`config.mk`:
```
export PLATFORM = sky130hd
export DESIGN_NAME = fpu_issue_sequencer
export DESIGN_NICKNAME = d
export VERILOG_FILES = /design/src/rtl/fpu_seq_pkg.sv /design/src/rtl/fpu_lat_lut.sv /design/src/rtl/fpu_issue_sequencer.sv
export SDC_FILE = /design/constraint.sdc
export NUM_CORES = 1
export LEC_CHECK = 0
export ABC_AREA = 1
export BUFFER_PORTS_ARGS = -buffer_cell sky130_fd_sc_hd__buf_2
export CORE_MARGIN = 8
export CORE_UTILIZATION = 54
export CTS_BUF_LIST = sky130_fd_sc_hd__clkbuf_8 sky130_fd_sc_hd__clkbuf_16
export DETAILED_ROUTE_END_ITERATION = 16
export PLACE_DENSITY_LB_ADDON = 0.25
export SLEW_MARGIN = 20
export SYNTH_ARGS = -nofsm -noshare
export SYNTH_HDL_FRONTEND = slang
export SYNTH_SLANG_ARGS = --single-unit
```
`constraint.sdc`:
```
create_clock -name clk -period 2.5 [get_ports clk]
set_input_delay 0.25 -clock clk [delete_from_list [all_inputs] [get_ports clk]]
set_output_delay 0.25 -clock clk [all_outputs]
set_load 0.02 [all_outputs]
```
`src/rtl/fpu_seq_pkg.sv`:
```
// rtl/fpu_seq_pkg.sv - sequencer state type and fpusel opcode map shared with FPU/decode
package fpu_seq_pkg;

  typedef enum logic [1:0] {
    SEQ_IDLE = 2'd0,
    SEQ_RUN  = 2'd1,
    SEQ_DONE = 2'd2
  } seq_state_t;

  localparam logic [4:0] FP_ADD    = 5'd0;
  localparam logic [4:0] FP_SUB    = 5'd1;
  localparam logic [4:0] FP_MUL    = 5'd2;
  localparam logic [4:0] FP_DIV    = 5'd3;
  localparam logic [4:0] FP_SQRT   = 5'd4;
  localparam logic [4:0] FP_FMADD  = 5'd5;
  localparam logic [4:0] FP_FMSUB  = 5'd6;
  localparam logic [4:0] FP_FNMADD = 5'd7;
  localparam logic [4:0] FP_FNMSUB = 5'd8;
  localparam logic [4:0] FP_SGNJ   = 5'd9;
  localparam logic [4:0] FP_MINMAX = 5'd10;
  localparam logic [4:0] FP_CMP    = 5'd11;
  localparam logic [4:0] FP_CLASS  = 5'd12;
  localparam logic [4:0] FP_MV     = 5'd13;
  localparam logic [4:0] FP_CVT    = 5'd14;

endpackage

```
`src/rtl/fpu_lat_lut.sv`:
```
// rtl/fpu_lat_lut.sv - combinational fpusel to latency table; unmapped opcodes take LAT_MISC
module fpu_lat_lut
  import fpu_seq_pkg::*;
#(
  parameter int SEL_W    = 5,
  parameter int LAT_W    = 5,
  parameter int LAT_ADD  = 3,
  parameter int LAT_MUL  = 4,
  parameter int LAT_FMA  = 5,
  parameter int LAT_DIV  = 12,
  parameter int LAT_SQRT = 12,
  parameter int LAT_MISC = 1
) (
  input  logic [SEL_W-1:0] i_sel,
  output logic [LAT_W-1:0] o_lat
);

  localparam int LAT_MAX = (1 << LAT_W) - 1;

  // A zero latency would underflow the counter load, and anything above LAT_MAX would truncate.
  if (LAT_ADD < 1 || LAT_ADD > LAT_MAX || LAT_MUL < 1 || LAT_MUL > LAT_MAX ||
      LAT_FMA < 1 || LAT_FMA > LAT_MAX || LAT_DIV < 1 || LAT_DIV > LAT_MAX ||
      LAT_SQRT < 1 || LAT_SQRT > LAT_MAX || LAT_MISC < 1 || LAT_MISC > LAT_MAX) begin : g_lat_range_err
    $error("fpu_lat_lut: every LAT_* must lie in 1..%0d", LAT_MAX);
  end

  always_comb begin
    o_lat = LAT_W'(LAT_MISC);
    case (i_sel)
      SEL_W'(FP_ADD), SEL_W'(FP_SUB):          o_lat = LAT_W'(LAT_ADD);
      SEL_W'(FP_MUL):                          o_lat = LAT_W'(LAT_MUL);
      SEL_W'(FP_FMADD), SEL_W'(FP_FMSUB),
      SEL_W'(FP_FNMADD), SEL_W'(FP_FNMSUB):    o_lat = LAT_W'(LAT_FMA);
      SEL_W'(FP_DIV):                          o_lat = LAT_W'(LAT_DIV);
      SEL_W'(FP_SQRT):                         o_lat = LAT_W'(LAT_SQRT);
      default:                                 o_lat = LAT_W'(LAT_MISC);
    endcase
  end

endmodule

```
`src/rtl/fpu_issue_sequencer.sv`:
```
// rtl/fpu_issue_sequencer.sv - multi-cycle FPU op sequencer with pipeline stall and rd tagging
// Optional FPU_SEQ_PERF_EN adds saturating perf_ops / perf_stall counters.
module fpu_issue_sequencer
  import fpu_seq_pkg::*;
#(
  parameter int SEL_W    = 5,
  parameter int LAT_W    = 5,
  parameter int LAT_ADD  = 3,
  parameter int LAT_MUL  = 4,
  parameter int LAT_FMA  = 5,
  parameter int LAT_DIV  = 12,
  parameter int LAT_SQRT = 12,
  parameter int LAT_MISC = 1
) (
  input  logic             clk,
  input  logic             Rst_n,
  input  logic             issue_valid,
  output logic             issue_ready,
  input  logic [SEL_W-1:0] issue_fpusel,
  input  logic [4:0]       issue_rd,
  input  logic [2:0]       issue_frm,
  input  logic             hold,
  input  logic             flush,
  output logic             fpu_start,
  output logic [SEL_W-1:0] fpu_sel,
  output logic [2:0]       fpu_frm,
  output logic             fpu_kill,
  output logic             f_stall,
  output logic             result_valid,
  output logic [4:0]       result_rd,
  output logic             busy
`ifdef FPU_SEQ_PERF_EN
  ,
  output logic [31:0]      perf_ops,
  output logic [31:0]      perf_stall
`endif
);

  seq_state_t       r_state;
  seq_state_t       w_next;
  logic [LAT_W-1:0] r_cnt;
  logic [LAT_W-1:0] w_lat;
  logic             w_multi;
  logic             w_accept;
  logic             w_kill;
  logic             r_start;
  logic             r_kill;
  logic [SEL_W-1:0] r_sel;
  logic [2:0]       r_frm;
  logic [4:0]       r_rd;

  fpu_lat_lut #(
    .SEL_W   (SEL_W),
    .LAT_W   (LAT_W),
    .LAT_ADD (LAT_ADD),
    .LAT_MUL (LAT_MUL),
    .LAT_FMA (LAT_FMA),
    .LAT_DIV (LAT_DIV),
    .LAT_SQRT(LAT_SQRT),
    .LAT_MISC(LAT_MISC)
  ) u_lat_lut (
    .i_sel(issue_fpusel),
    .o_lat(w_lat)
  );

  assign w_multi  = (w_lat > LAT_W'(1));
  assign w_accept = (r_state == SEQ_IDLE) && issue_valid && !hold && !flush;
  assign w_kill   = (r_state != SEQ_IDLE) && flush;

  always_ff @(posedge clk or negedge Rst_n) begin
    if (!Rst_n) r_state <= SEQ_IDLE;
    else        r_state <= w_next;
  end

  // Flush outranks both RUN->DONE and DONE->IDLE; hold only matters in DONE.
  always_comb begin
    w_next = r_state;
    case (r_state)
      SEQ_IDLE: if (w_accept) w_next = w_multi ? SEQ_RUN : SEQ_DONE;
      SEQ_RUN:  begin
        if (flush)                      w_next = SEQ_IDLE;
        else if (r_cnt <= LAT_W'(1))    w_next = SEQ_DONE;
      end
      SEQ_DONE: if (flush || !hold) w_next = SEQ_IDLE;
      default:  w_next = SEQ_IDLE;
    endcase
  end

  always_comb begin
    issue_ready  = (r_state == SEQ_IDLE) && !hold;
    f_stall      = (r_state == SEQ_RUN) || ((r_state == SEQ_IDLE) && issue_valid && w_multi);
    result_valid = (r_state == SEQ_DONE) && !flush;
    busy         = (r_state != SEQ_IDLE);
  end

  always_ff @(posedge clk or negedge Rst_n) begin
    if (!Rst_n) begin
      r_cnt   <= '0;
      r_start <= 1'b0;
      r_kill  <= 1'b0;
      r_sel   <= '0;
      r_frm   <= '0;
      r_rd    <= '0;
    end else begin
      r_start <= w_accept;
      r_kill  <= w_kill;
      if (w_accept) begin
        r_cnt <= w_lat - LAT_W'(1);
        r_sel <= issue_fpusel;
        r_frm <= issue_frm;
        r_rd  <= issue_rd;
      end else if (w_kill) begin
        r_cnt <= '0;
      end else if (r_state == SEQ_RUN && r_cnt != '0) begin
        r_cnt <= r_cnt - LAT_W'(1);
      end
    end
  end

  assign fpu_start = r_start;
  assign fpu_kill  = r_kill;
  assign fpu_sel   = r_sel;
  assign fpu_frm   = r_frm;
  assign result_rd = r_rd;

`ifdef FPU_SEQ_PERF_EN
  logic [31:0] r_perf_ops;
  logic [31:0] r_perf_stall;

  always_ff @(posedge clk or negedge Rst_n) begin
    if (!Rst_n) begin
      r_perf_ops   <= '0;
      r_perf_stall <= '0;
    end else begin
      if (w_accept && r_perf_ops != '1)  r_perf_ops   <= r_perf_ops + 32'd1;
      if (f_stall && r_perf_stall != '1) r_perf_stall <= r_perf_stall + 32'd1;
    end
  end

  assign perf_ops   = r_perf_ops;
  assign perf_stall = r_perf_stall;
`endif

endmodule

```
==> impl_metrics.yaml, run 1 <==
route:
  num_vias: 1119
  via_per_inst: 5.04
  drt_iter0_drc: 78
  drc_errors: 0
  drt_wl_total_um: 2820
  postRouteAntennaNets: 0
  first_pass_iters: 4
  wl_per_cell_um: 12.7
timing:
  setup_viol: 0
  fin_setup_tns_ps: 0
  hold_violations: 0
  skew_ps: 4.32
  relSlewSlack_pct: 67.7
  slew_viol_final: 0
  worst_pin_slew_ps: 485
  final.setup.worst_slack_ps: 605
  timing.fmax_ghz: 0.528
  post-route-period-util_pct: 75.8
  finalCriticalPeriod_ps: 1900
  rsz0062_at_grt: "false"
global_routing:
  grt_pass1_vias: 1113
  grt_overflow: 0
  grt_pass1_wl_um: 4800
  grt_max_degree: 23
  antenna_found_initial: 0
  track_usage_pct: 14.3
finish:
  drive_gt1_share_pct: 25.8
  diodes: 0
  fillers: 190
  area_delta_synth_final_pct: 22.7
  instances_no_fill: 222
  nNetsFinal: 218
critical_path:
  start_kind: "input port"
  required_ps: 2250
  critical_path_class: "in2out"
  crit_fanout: 5
  worst_setup_path_end_kind: "output port"
  crit_arrival_ps: 1650
floorplan:
  initial_utilization_pct: 55.5
  core.rowCount: 17
  io_pins: 37
  die_w_um: 63.2
  die_h_um: 63.2
  dieArea_um2: 4000
  core_um2: 2170
clocking:
  cts-root-buf: "clkbuf_8"
  cts_resized: 0
  cts_tree: "done"
  clk_pin_slew_worst_paths_ps: 80
  cts_buffer_depth: 2
  cts_buffers: 3
  clk_latency_ps: 260
  htree_levels: 1
  numClockSinks: 22
hold_path:
  hold_path_class: "in2reg"
power_and_ir_drop:
  p_total_mw: 1.86
  vdd_drop_max_mv: 0.756
  p_per_area_nw_per_um2: 1260
  power_leakage_nw: 0.855
yosys:
  ys_seq_area_share_pct: 45.7
  synth_top_area_share_pct: 45.7
  syn_nets: 179
  synth_cell_types: 22
  netlist_area_um2: 1200
  ys_seq_elements: 22
  syn_avg_cell_area_um2: 7.72
  syn_inst: 156
  yosysWarnings: 0
  synth.area.top_cells: "dfrtp_1 (46%), nand2_1 (18%), ha_1 (5.2%)"
  yosysTopAreaCell: "dfrtp_1"
placed_design:
  port_buffers: 36
  post-place-ws_ps: 629
  place.gp.congestion: 0.830
  dp.final_hpwl_um: 2100
  post-place-cells: 217
outcome:
  status: "finished, final reports clean"
flow_run:
  cap_violations: 0
==> repair_timing <==
item | CTS | global route
hold endpoints to repair | 22 | 0
setup buffers | 0 | 0
hold buffers | 1 | 0
==> report_power, final <==
group | internal (mW) | switching, mW | total, mW
Clock | 0.214 | 0.119 | 0.333
Combinational | 0.310 | 0.590 | 0.900
Sequential | 0.523 | 0.108 | 0.631
==> layer usage <==
layer  global-route usage, %  vias to the layer above  wire (um)
met5                       0                        -          0
met4                    5.29                        0         51
met3                    4.06                        7        174
met2                    25.1                       34       1380
met1                    16.1                      513       1210
li1                        -                      565          -
==> state kept, by name (all words and copies together) (netlist names) <==
signal	flops
fpu_frm	3
fpu_kill	1
fpu_sel	5
fpu_start	1
r_cnt	5
r_state	2
result_rd	5
==> critical path: stages <==
cell	delay, ps
buf_2	100
nor2_1	130
o21ai_1	170
nor2_2	180
inv_1	70
ha_1	190
nand3_1	130
nand2_1	80
o21ai_0	160
buf_2	190
==> final cells by class <==
cell class                 instances  area [um^2]  share of cell area, %
timing repair buffer              37          190                   12.9
multi-input combinational        113          562                   38.1
tap                               28         35.0                   2.37
sequential                        22          551                   37.3
inverter                          18         67.6                   4.58
clock inverter                     1         30.0                   2.03
clock buffer                       3         41.3                   2.80
==> synthesized netlist by cell type, drive strengths merged <==
cell	count
nor2	15
o21bai	3
buf	3
xor2	1
nand4	3
nand3	11
nand2	60
dfrtp	22
ha	5
inv	18
o21ai	12
a21oi	2
nor3	1
==> cells in the final DEF (no fill, tap or decap) <==
cell type      count
nand2_1           57
buf_2             36
dfrtp_1           22
inv_1             16
nor2_1            12
nand3_1            9
o21ai_0            9
ha_1               5
o21ai_1            3
nand2_2            3
nand4_1            3
o21bai_1           3
clkbuf_8           3
nor2_2             2
inv_2              2
a21oi_1            2
nor2_4             1
nand3_4            1
nor3_1             1
nand3_2            1
xor2_1             1
bufinv_16          1
dlygate4sd3_1      1
==> metrics by stage <==
step                util, %  instance area (um^2)  hold slack [ps]
CTS                    68.1                  1480              173
finish                 68.1                  1480              172
global route           68.1                  1480              184
global placement       64.3                  1400              236
detailed placement     64.3                  1400              245
floorplan                 -                  1200            -45.6
==> cell families (layout without fill, tap and decap cells) <==
family,Yosys count,in the layout,synth area share (%)
flip-flops,22,22,45.7
buffers and inverters,21,59,7.59
AO/OA/AOI/OAI,17,17,7.69
adder cells (fa/ha/maj),5,5,5.20
XOR/XNOR,1,1,0.728
AND/OR/NAND/NOR,90,90,33.1
==> path summary, 6_finish.rpt <==
path | start | end | slack (ps) | cells past startpoint
worst max-delay path | issue_fpusel[3] | f_stall | 600 | 10
max in group asynchronous | Rst_n | fpu_sel[3]$_DFFE_PN0P_ | 1700 | 2
min in group asynchronous | Rst_n | result_rd[4]$_DFFE_PN0P_ | 470 | 2
worst min register to register | fpu_sel[1]$_DFFE_PN0P_ | fpu_sel[1]$_DFFE_PN0P_ | 480 | 2
worst max register to register | r_state[0]$_DFFE_PN0P_ | r_cnt[1]$_DFFE_PN0P_ | 880 | 7
worst min-delay path | issue_rd[3] | result_rd[3]$_DFFE_PN0P_ | 170 | 3
No activity file was read; power rests on OpenSTA's default activity.
==> run 2: changes to the inputs <==
Settings changed: CORE_UTILIZATION 54 to 45.
Clock period 2.5 ns to 1.7 ns, I/O delays scaled along.
==> run 2 against run 1 <==
Effect of this change: cell count is 2.3% higher; utilization shrank 8.0 points; register-to-register slack lost 610 ps; first-iteration DRC count is 19% lower; clock power grew 45%; hold slack got worse by 72 ps; sequential power rose by 47%; power rose by 46%; critical path depth unchanged; via count shrank 1.2%; critical endpoint unchanged; largest cell class unchanged.
==> impl_metrics.yaml, run 2 (synthesis gave the netlist of run 1 again) <==
floorplan:
  core_um2: 2500
  io_pins: 37
  initial_utilization_pct: 48.1
  die_w_um: 67.7
  die_h_um: 67.7
  dieArea_um2: 4590
  core.rowCount: 18
global_routing:
  grt_pass1_wl_um: 4750
  grt_overflow: 0
  grt_pass1_vias: 1120
  grt_max_degree: 23
  antenna_found_initial: 0
  track_usage_pct: 12.8
timing:
  timing.fmax_ghz: 0.656
  post-route-period-util_pct: 89.7
  finalCriticalPeriod_ps: 1520
  fin_setup_tns_ps: 0
  rsz0062_at_grt: "false"
  final.setup.worst_slack_ps: 175
  worst_pin_slew_ps: 485
  skew_ps: 1.49
  setup_viol: 0
  relSlewSlack_pct: 67.7
  hold_violations: 0
  slew_viol_final: 0
route:
  via_per_inst: 4.87
  postRouteAntennaNets: 0
  first_pass_iters: 4
  drt_wl_total_um: 2680
  wl_per_cell_um: 11.8
  num_vias: 1106
  drt_iter0_drc: 63
  drc_errors: 0
placed_design:
  post-place-ws_ps: 174
  port_buffers: 36
  dp.final_hpwl_um: 2060
  placed_cell_area_um2: 1420
  place.gp.congestion: 0.855
critical_path:
  crit_top_cell: "buf_2"
  crit_arrival_ps: 1350
  worst_setup_path_end_kind: "output port"
  start_kind: "input port"
  r2r-start: "r_state[0]$_DFFE_PN0P_"
  cpPeakStageDelay_ps: 190
  worstPathCellList: "buf_2 -> nor2_1 -> o21ai_1 -> nor2_2 -> inv_1 -> ha_1 -> nand3_1 -> nand2_1 -> o21ai_0 -> buf_2"
  slowest_stage: "buf_2"
  worstRegToRegCells: 7
  reg2reg_slack_ps: 270
  crit_fanout: 2
  required_ps: 1530
  worst_r2r_endpoint: "r_cnt[1]$_DFFE_PN0P_"
  critical_path_class: "in2out"
clocking:
  clk_pin_slew_worst_paths_ps: 80
  cts-root-buf: "clkbuf_8"
  cts_buffer_depth: 2
  cts_resized: 0
  postCtsSetupRepairBufs: 0
  clk_latency_ps: 260
  cts_buffers: 3
  cts_tree: "done"
  numClockSinks: 22
  htree_levels: 1
flow_run:
  cap_violations: 0
power_and_ir_drop:
  switching_share_pct: 43.3
  p_int_mw: 1.54
  pwr-share-clk_pct: 17.7
  seqPwrFrac_pct: 34.0
  pwr-share-comb_pct: 48.2
  power_leakage_nw: 0.869
  p_total_mw: 2.73
  power.net_switching_mw: 1.18
  vdd_drop_max_mv: 0.988
  p_per_area_nw_per_um2: 1820
hold_path:
  hold_depth: 3
  hold_path_class: "in2reg"
  holdPathEnd: "fpu_frm[1]$_DFFE_PN0P_"
  hp-start: "issue_frm[1]"
finish:
  mostFrequentLayoutCell: "nand2_1"
  nNetsFinal: 221
  diodes: 0
  final_cell_mix: "nand2_1 (57), buf_2 (36), dfrtp_1 (22)"
  postLayoutCoreUtil_pct: 60.1
  drive_gt1_share_pct: 26.9
  final_area_um2: 1500
  area_delta_synth_final_pct: 24.7
outcome:
  status: "finished, final reports clean"
## run 2: cell count changes in the layout (fill, tap and decap cells not counted)
cell / before / now
buf_4: 0 / 3
## run 2: per-stage QoR
stage	hold WS, ps	std cells
floorplan	-126	156
global placement	163	222
detailed placement	168	222
CTS	98.2	227
global route	105	227
finish	100	227
## run 2: power groups by stage
stage,registers [mW],clock network (mW),logic [mW]
final,0.927,0.484,1.31
after global routing,0.958,0.520,1.50
after CTS,0.926,0.495,1.34
after detailed placement,0.935,0,1.32
after global placement,0.924,0,1.29
after floorplan,1.13,0,0.723
## run 2: final cells by class
type | count | area [um^2]
clock buffer | 3 | 41.3
clock inverter | 1 | 30.0
fill | 228 | 998
inverter | 18 | 67.6
multi-input combinational | 113 | 562
sequential | 22 | 551
tap | 30 | 37.5
timing repair buffer | 40 | 213
## run 2: worst max-delay path, delay by kind of cell
| family | cells | cell delay, ps |
|---|---|---|
| AO/OA/AOI/OAI | 2 | 250 |
| buffers and inverters | 3 | 340 |
| AND/OR/NAND/NOR | 4 | 440 |
| adder cells (fa/ha/maj) | 1 | 170 |
## run 2: timing repair
item	CTS	global route
endpoints found under the setup margin	0	0
hold buffers	1	0
hold endpoints to repair	22	0
## run 2: how the worst max path moves through the flow
stage	slack, ps	end	from
finish	180	f_stall	issue_fpusel[3]
floorplan	120	f_stall	issue_fpusel[3]
global route	80	f_stall	issue_fpusel[3]
detailed placement	170	f_stall	issue_fpusel[3]
CTS	180	f_stall	issue_fpusel[3]
global placement	200	f_stall	issue_fpusel[3]
## run 2: per-layer routing
layer	GRT usage, %	vias to the layer above	part of all wire, %
met4	5.74	0	2.1
met3	2.81	6	7.3
met2	21.2	27	46
li1	-	571	-
met5	0	-	0
met1	15.5	502	45
==> run 3: changes to the inputs <==
Settings changed: CORE_ASPECT_RATIO from default to 1.4.
==> run 3 against run 2 <==
Effect of this change: first-iteration DRC count shrank 59%; sequential power decreased by 0.6%; maximum frequency shrank 0.72%; clock power is 26% lower; sequential cell count did not move; critical path type unchanged; utilization down 2.4 points; sequential share of layout area up 0.22 points; combinational power barely moved; worst setup slack lost 11 ps.
==> impl_metrics.yaml, run 3 (synthesis gave the netlist of run 1 again) <==
outcome:
  status: "finished, final reports clean"
global_routing:
  grt_util_met3_pct: 4.17
  grt_pass1_wl_um: 4840
  gr-max-usage-layer: "met2"
  use_met2_pct: 22.8
  grt_overflow: 0
  track_usage_pct: 12.9
  grt_max_degree: 23
  grt_pass1_vias: 1129
  use_met1_pct: 13.6
  antenna_found_initial: 0
floorplan:
  initial_utilization_pct: 46.5
  core.rowCount: 22
  core_um2: 2590
  dieArea_um2: 4610
  die_h_um: 77.2
  die_w_um: 59.7
  io_pins: 37
finish:
  final_cell_mix: "nand2_1 (57), buf_2 (36), dfrtp_1 (22)"
  fillers: 259
  mostFrequentLayoutCell: "nand2_1"
  diodes: 0
  drive_gt1_share_pct: 26.9
  instances_no_fill: 233
  area_delta_synth_final_pct: 24.0
  postLayoutCoreUtil_pct: 57.7
  nNetsFinal: 221
route:
  first_pass_iters: 4
  postRouteAntennaNets: 0
  drt_iter0_drc: 26
  num_vias: 1152
  via_per_inst: 4.94
  drc_errors: 0
  drt_wl_total_um: 2760
  wl_per_cell_um: 11.8
critical_path:
  crit_arrival_ps: 1370
  start_kind: "input port"
  worst_setup_path_end_kind: "output port"
  cpPeakStageDelay_ps: 190
  crit_fanout: 2
  cp_num_buf_inv: 3
  worst_path_dominant_cell_family: "simple AND/OR/NAND/NOR gates"
  slowest_stage: "buf_2"
  worstPathCellList: "buf_2 -> nor2_1 -> o21ai_1 -> nor2_2 -> inv_1 -> ha_1 -> nand3_1 -> nand2_1 -> o21ai_0 -> buf_2"
  critical_path_class: "in2out"
  required_ps: 1530
  crit_top_cell: "buf_2"
timing:
  rsz0062_at_grt: "false"
  finalCriticalPeriod_ps: 1540
  fin_setup_tns_ps: 0
  timing.fmax_ghz: 0.651
  setup_viol: 0
  worst_pin_slew_ps: 475
  relSlewSlack_pct: 68.3
  slew_viol_final: 0
  hold_violations: 0
  final.setup.worst_slack_ps: 164
  skew_ps: 1.43
  holdWs_ps: 112
  post-route-period-util_pct: 90.3
hold_path:
  hold_path_class: "in2reg"
clocking:
  numClockSinks: 22
  cts_buffer_depth: 2
  postCtsSetupRepairBufs: 0
  htree_levels: 1
  cts_tree: "done"
  clk_latency_ps: 250
  cts_buffers: 3
  clk_pin_slew_worst_paths_ps: 70
  cts-root-buf: "clkbuf_8"
placed_design:
  post-place-ws_ps: 160
  dp.final_hpwl_um: 2200
  post-place-cells: 228
  place.gp.congestion: 0.841
  port_buffers: 36
power_and_ir_drop:
  p_per_area_nw_per_um2: 1750
  power_leakage_nw: 0.862
  vdd_drop_max_mv: 0.859
flow_run:
  cap_violations: 0
[run 3: cell count changes in the layout (fill, tap and decap cells not counted)]
cell	delta
bufinv_16	-1
clkbuf_8	+1
[run 3: final cells by class]
class	count	area (um^2)	share of cell area, %
inverters	18	67.6	4.53
repair buffers	40	213	14.2
multi-input cells	113	562	37.6
well taps	36	45.0	3.02
clock buffers	4	55.1	3.69
flip-flops and latches	22	551	36.9
[run 3: routing by layer]
layer	vias to the layer above	share of wire, %
li1	570	-
met1	535	43
met2	45	49
met3	2	7.4
met4	0	0.83
met5	-	0
[run 3: worst paths after layout]
check / start / endpoint / slack [ps] / depth (start not counted)
worst max-delay path: issue_fpusel[3] / f_stall / 160 / 10
worst min-delay path: issue_frm[1] / fpu_frm[1]$_DFFE_PN0P_ / 110 / 3
worst max register to register: r_state[0]$_DFFE_PN0P_ / r_cnt[1]$_DFFE_PN0P_ / 280 / 7
worst min register to register: result_rd[4]$_DFFE_PN0P_ / result_rd[4]$_DFFE_PN0P_ / 480 / 2
max in group asynchronous: Rst_n / fpu_sel[1]$_DFFE_PN0P_ / 970 / 2
min in group asynchronous: Rst_n / r_cnt[0]$_DFFE_PN0P_ / 410 / 2
[run 3: report_power, final]
| group | switching, mW | total, mW | internal [mW] | leakage (nW) |
|---|---|---|---|---|
| sequential | 0.152 | 0.921 | 0.769 | 0.277 |
| combinational | 0.871 | 1.33 | 0.461 | 0.556 |
| clock | 0.153 | 0.359 | 0.206 | 0.0288 |
[run 3: worst min-delay path, cell delays in order]
cell     delay, ps
buf_2           70
nand2_1         40
nand2_1         50
[run 3: stage by stage]
step	instance area, um^2	total power [mW]
finish	1490	2.61
global route	1490	2.86
CTS	1490	2.64
detailed placement	1430	2.26
global placement	1430	2.21
floorplan	1200	1.85
[run 3: what timing repair did]
item,CTS,global route
endpoints found under the hold margin,22,0
resized for setup,0,0
hold buffers,1,0
